File: config.mk
export PLATFORM = sky130hd
export DESIGN_NAME = pc_gen_flat
export DESIGN_NICKNAME = d
export VERILOG_FILES = /design/src/rtl/pc_gen_if.sv /design/src/rtl/pc_gen.sv /design/src/flat_wrapper.sv
export SDC_FILE = /design/constraint.sdc
export NUM_CORES = 1
export LEC_CHECK = 0
export BUFFER_PORTS_ARGS = -buffer_cell sky130_fd_sc_hd__buf_2
export CORE_AREA = 8 8 108 110
export DETAILED_ROUTE_END_ITERATION = 8
export DIE_AREA = 0 0 116 118
export MAX_ROUTING_LAYER = met4
export PLACE_DENSITY = 0.63
export RECOVER_POWER = 25
export SLEW_MARGIN = 10
export SYNTH_ARGS = -nofsm -noshare
export SYNTH_HDL_FRONTEND = slang
export SYNTH_SLANG_ARGS = --single-unit
File: constraint.sdc
create_clock -name clk -period 3.15 [get_ports clk]
set_input_delay 0.63 -clock clk [delete_from_list [all_inputs] [get_ports clk]]
set_output_delay 0.63 -clock clk [all_outputs]
set_load 0.005 [all_outputs]
File: src/rtl/pc_gen_if.sv
// Purpose : fetch-address bundle between the IF PC generator and its CTRL/ID/imem neighbours.
// Latency : none, wires only.
// Backpressure : stall[0] from CTRL holds the PC; there is no ready signal back to CTRL.
interface pc_gen_if #(
  parameter int unsigned ADDR_W  = 32,
  parameter int unsigned STALL_W = 6
);
  // Redirect and stall inputs to the PC generator
  logic [STALL_W-1:0] stall;
  logic               flush;
  logic [ADDR_W-1:0]  new_pc;
  logic               branch_flag_i;
  logic [ADDR_W-1:0]  branch_target_address_i;

  // Fetch request and status outputs of the PC generator
  logic [ADDR_W-1:0]  pc;
  logic               ce;
  logic               redirect_pending_o;
  logic               pc_misaligned_o;

  // Side owned by the PC generator
  modport master (
    input  stall,
    input  flush,
    input  new_pc,
    input  branch_flag_i,
    input  branch_target_address_i,
    output pc,
    output ce,
    output redirect_pending_o,
    output pc_misaligned_o
  );

  // Side owned by CTRL/ID/instruction memory
  modport slave (
    output stall,
    output flush,
    output new_pc,
    output branch_flag_i,
    output branch_target_address_i,
    input  pc,
    input  ce,
    input  redirect_pending_o,
    input  pc_misaligned_o
  );
endinterface

File: src/rtl/pc_gen.sv
// Purpose : IF-stage program counter with flush/branch redirect and a stall-time branch latch.
// Latency : redirects sampled at edge N appear on pc after edge N; pc/ce are registered.
// Backpressure : stall[0] holds pc; a branch seen while stalled is held until the stall drops.
module pc_gen #(
  parameter int unsigned ADDR_W       = 32,
  parameter logic [31:0] RESET_VECTOR = 32'h0000_0000,
  parameter int unsigned STEP         = 4,
  parameter int unsigned STALL_W      = 6
) (
  input  logic      clk,
  input  logic      rst,
  pc_gen_if.master  bus
);

  // Boot address trimmed/extended to the PC width.
  localparam logic [ADDR_W-1:0] RST_PC    = ADDR_W'(RESET_VECTOR);
  // Sequential increment and the low-bit mask used to spot misaligned fetches.
  // STEP is a power of two, so STEP-1 selects exactly the bits that must be zero.
  localparam logic [ADDR_W-1:0] STEP_INC  = ADDR_W'(STEP);
  localparam logic [ADDR_W-1:0] STEP_MASK = ADDR_W'(STEP - 1);

  logic              ce_q,         ce_d;
  logic [ADDR_W-1:0] pc_q,         pc_d;
  logic              pend_valid_q, pend_valid_d;
  logic [ADDR_W-1:0] pend_addr_q,  pend_addr_d;

  logic              if_stall;
  // Only the IF bit of the stall vector matters here; the rest is deliberately ignored.
  logic              stall_unused;

  assign if_stall     = bus.stall[0];
  assign stall_unused = ^bus.stall;

  // Next-state selection, highest priority first:
  // not yet fetching -> flush -> stalled (capture branch) -> live branch -> pending branch -> step.
  always_comb begin
    ce_d         = 1'b1;
    pc_d         = pc_q + STEP_INC;
    pend_valid_d = pend_valid_q;
    pend_addr_d  = pend_addr_q;

    if (!ce_q) begin
      // First cycle out of reset: present the boot vector, ignore all redirects.
      pc_d         = RST_PC;
      pend_valid_d = 1'b0;
    end else if (bus.flush) begin
      // Exception/ERET wins over everything; any latched branch is now stale.
      pc_d         = bus.new_pc;
      pend_valid_d = 1'b0;
    end else if (if_stall) begin
      // Hold the fetch address; remember the most recent branch seen during the stall.
      pc_d = pc_q;
      if (bus.branch_flag_i) begin
        pend_valid_d = 1'b1;
        pend_addr_d  = bus.branch_target_address_i;
      end
    end else if (bus.branch_flag_i) begin
      // A branch resolved this cycle is newer than anything latched earlier.
      pc_d         = bus.branch_target_address_i;
      pend_valid_d = 1'b0;
    end else if (pend_valid_q) begin
      // Stall just released: replay the branch that arrived while stalled.
      pc_d         = pend_addr_q;
      pend_valid_d = 1'b0;
    end
  end

  // State registers with synchronous active-low reset.
  always_ff @(posedge clk) begin
    if (!rst) begin
      ce_q         <= 1'b0;
      pc_q         <= RST_PC;
      pend_valid_q <= 1'b0;
      pend_addr_q  <= '0;
    end else begin
      ce_q         <= ce_d;
      pc_q         <= pc_d;
      pend_valid_q <= pend_valid_d;
      pend_addr_q  <= pend_addr_d;
    end
  end

  // Registered outputs plus a pure decode of the registered pc for the exception logic.
  assign bus.pc                 = pc_q;
  assign bus.ce                 = ce_q;
  assign bus.redirect_pending_o = pend_valid_q;
  assign bus.pc_misaligned_o    = ce_q & (|(pc_q & STEP_MASK));

endmodule

File: src/flat_wrapper.sv
// flat-port wrapper written by rule: the top's interface ports become plain ports
module pc_gen_flat 
#(
  parameter int unsigned ADDR_W       = 32,
  parameter logic [31:0] RESET_VECTOR = 32'h0000_0000,
  parameter int unsigned STEP         = 4,
  parameter int unsigned STALL_W      = 6
)
  (clk, rst, bus_stall, bus_flush, bus_new_pc, bus_branch_flag_i, bus_branch_target_address_i, bus_pc, bus_ce, bus_redirect_pending_o, bus_pc_misaligned_o);
  pc_gen_if #(.ADDR_W(ADDR_W), .STALL_W(STALL_W)) bus_i ();
  input  logic clk;
  input  logic rst;
  input wire logic [$bits(bus_i.stall)-1:0] bus_stall;
  input wire logic [$bits(bus_i.flush)-1:0] bus_flush;
  input wire logic [$bits(bus_i.new_pc)-1:0] bus_new_pc;
  input wire logic [$bits(bus_i.branch_flag_i)-1:0] bus_branch_flag_i;
  input wire logic [$bits(bus_i.branch_target_address_i)-1:0] bus_branch_target_address_i;
  output wire logic [$bits(bus_i.pc)-1:0] bus_pc;
  output wire logic [$bits(bus_i.ce)-1:0] bus_ce;
  output wire logic [$bits(bus_i.redirect_pending_o)-1:0] bus_redirect_pending_o;
  output wire logic [$bits(bus_i.pc_misaligned_o)-1:0] bus_pc_misaligned_o;
  assign bus_i.stall = bus_stall;
  assign bus_i.flush = bus_flush;
  assign bus_i.new_pc = bus_new_pc;
  assign bus_i.branch_flag_i = bus_branch_flag_i;
  assign bus_i.branch_target_address_i = bus_branch_target_address_i;
  assign bus_pc = bus_i.pc;
  assign bus_ce = bus_i.ce;
  assign bus_redirect_pending_o = bus_i.redirect_pending_o;
  assign bus_pc_misaligned_o = bus_i.pc_misaligned_o;
  pc_gen #(.ADDR_W(ADDR_W), .RESET_VECTOR(RESET_VECTOR), .STEP(STEP), .STALL_W(STALL_W)) u_core (.clk(clk), .rst(rst), .bus(bus_i));
endmodule
==> metrics <==
endpoints failing hold 0; DR iter-0 viols between 300 and 400; Num CTS Buffers 9; worst r2r dst u_core.bus.pc[30]; Synth Instances between 500 and 600; GR Layer Usage met3 0.0385; nets just under 700; Leakage 1.70 nW; cell area after layout approximately 4700 um^2; Slew headroom 0.204; skew final 0.00862 ns; Top Usage Layer GRT met2; Fmax achieved between 0.4 and 0.5 GHz; placed cell areas between 4000 and 5000 um^2; CP startpoint kind primary input; Vias/cell roughly 5.7; Routed Antenna Nets 0; max-cap check violation count 0; DR vias 4224; Seq cells post-synth 66; height of the die about 120 um; reg2reg setup slack about 0.73 ns; Synth Area in Adders 0.00325; Non-Filler Instances around 740; Clock Tree Buf Depth 2; antenna cells 0; DIE WIDTH between 100 and 150 um; Top FF cell, synth dfxtp_1; RSZ-0062 raised after global routing false; M2 GR Usage 0.294; HP Start u_core.pend_addr_q[27]; largest net degree at the start of global routing 33; Core ar. 10000 um^2; Place WS roughly 0.60 ns; Clk pin slew, worst setup/hold paths around 0.070 ns; slowest CP cell nor2_1; area delta synth->final 21.5%; Initial Utilization 0.385; Ys Warns 0; worst endpoint required time roughly 3.4 ns; Reg2Reg Launch Point u_core.bus.pc[2]; total wire length about 13 mm; drt pass-1 iters 5; per-cell routed wire length between 15 and 20 um; post-CTS resize count 0; TritonCTS clock tree yes; type of the tightest min-delay check flip-flop to flip-flop; Slew @ Worst Pin 1.19 ns; hold path cells 2; DPL Wire Length 9.86 mm; Root Buffer clkbuf_8; syn nets a little under 600; hold path endpoint u_core.pend_addr_q[27]; Setup Buffers After CTS 0; main combinational cell family by area after synthesis compound AO/OA/AOI/OAI gates; ys async rst share 0; peak per-stage delay on the critical path 0.63 ns; Final Max Tran Viols 0; mapped cell area roughly 3800 um^2; vias in the first global route approximately 4.0k; number of flops mapped to enable cells by yosys 0; r2r worst-path depth 6; sequential share of the synthesized area 0.343; routing usage on met1 0.268; DRC 0; CTS Hold Buffers Added 0; Pwr Total slightly below 2 mW; initial antenna violation count 0; fin crit share 0.789; Worst EP arrival between 2 and 3 ns; status finished clean; clk_lat worst skew around 0.34 ns; clock sinks 66; Crit Path Class primary input to flip-flop; worst hold slack approximately 0.47 ns; number of buffers inserted by port buffering between 100 and 150; final worst slack around 0.66 ns; share of layout cells above drive strength 1 0.209; Rows 37; placed insts slightly above 700; synthesized-area fraction occupied by xor and xnor cells 0.0227; post-synthesis mux area share 0.00520; post-route setup TNS 0 ns; Final min period 2.49 ns; VDD IR-drop max 0.191 mV; Worst setup EP type flip-flop; H-Tree Depth 3; post-synthesis cell type count 59; area fraction in compound gates after synthesis 0.322; Synth Area in Simple Gates 0.253; total I/O pin count between 100 and 150; first-pass GRT wire length 21.4 mm; share of the core filled with cells 0.468; Final Wtd Congestion roughly 0.89; DIE AREA 13700 um^2; final setup violation count 0; P per Cell Area about 410 nW/um^2; GRT Residual Overflow 0; critical path peak fanout 18; Avg Cell Area, Syn 7.55 um^2; critical path, cell by cell clkbuf_1, nor2b_1, nor2_1, o21a_1, a31oi_1, o2bb2ai_1; Global Route Usage Sum 0.201
[flip-flops by register name (all words and copies together) (netlist names)]
register,count
u_core.bus.ce,1
u_core.bus.redirect_pending_o,1
u_core.bus.pc,32
u_core.pend_addr_q,32
[routing by layer]
metal	vias to the layer above	share of wire	wire length, um
met3	18	0.076	1030
met4	0	0.019	250
met1	1967	0.45	6060
met2	182	0.46	6140
li1	2057	-	-
met5	-	0	0
[placed cells by master (no fill, tap or decap), types with 5 or more instances in the layout]
master / n
nand2_1: 96
buf_2: 88
dfxtp_1: 66
a21boi_0: 32
o21ai_0: 32
a21oi_1: 30
nand3_1: 20
nor2_1: 20
clkbuf_1: 17
a211oi_1: 13
clkbuf_8: 12
buf_4: 12
nand2b_1: 10
a31oi_1: 9
inv_1: 8
o211ai_1: 8
nand4_1: 8
o21a_1: 7
nor4_1: 7
nor3_1: 7
o22ai_1: 6
a221oi_1: 6
a22oi_1: 5
or3_1: 5
xor2_1: 5
or4_1: 5
xnor2_1: 5
[synth_stat cells (8+ instances only)]
master / instances / area [um^2]
nand2_1: 96 / 360
dfxtp_1: 66 / 1320
clkbuf_1: 36 / 135
a21boi_0: 32 / 240
o21ai_0: 32 / 160
a21oi_1: 30 / 150
nand3_1: 20 / 100
nor2_1: 20 / 75.1
a211oi_1: 13 / 97.6
nand2b_1: 10 / 62.6
a31oi_1: 9 / 56.3
inv_1: 8 / 30.0
nand4_1: 8 / 50.1
o211ai_1: 8 / 60.1
[cells by family after synthesis]
logic type      count (synthesis)
buf+inv                        49
xor+xnor                       10
flops                          66
mux                             2
fa+ha+maj                       1
simple gates                  201
compound gates                181
[report_power, final]
| part | internal [mW] | switching (mW) | total, mW |
|---|---|---|---|
| clock network | 0.426 | 0.327 | 0.753 |
| logic | 0.121 | 0.166 | 0.287 |
| registers | 0.863 | 0.0364 | 0.899 |
[how the worst max path moves through the flow]
stage / from / endpoint / slack [ns] / cells after the start
4_1_cts: u_core.bus.pc[2] / u_core.bus.pc[30] / 0.75 / 6
5_1_grt: bus_flush / u_core.bus.pc[17] / 0.45 / 6
3_5_place_dp: bus_flush / u_core.pend_addr_q[18] / 0.60 / 6
2_1_floorplan: u_core.bus.pc[2] / u_core.bus.pc[30] / 0.94 / 7
3_3_place_gp: bus_flush / u_core.bus.pc[13] / 0.64 / 6
6_report: bus_flush / u_core.bus.pc[17] / 0.66 / 6
[worst max-delay path: cells and delay by family]
kind                   cells  cell delay (ns)
AO/OA/AOI/OAI              3             0.51
AND/OR/NAND/NOR            2             1.01
buffers and inverters      1             0.61
[cell type report]
| class | count | area, um^2 |
|---|---|---|
| Tap cell | 136 | 170 |
| Clock inverter | 2 | 35.0 |
| Multi-Input combinational cell | 395 | 2340 |
| Inverter | 9 | 33.8 |
| Clock buffer | 13 | 169 |
| Fill cell | 1026 | 5320 |
| Sequential cell | 66 | 1320 |
| Timing Repair Buffer | 117 | 611 |
(Power assumes the default switching activity.)
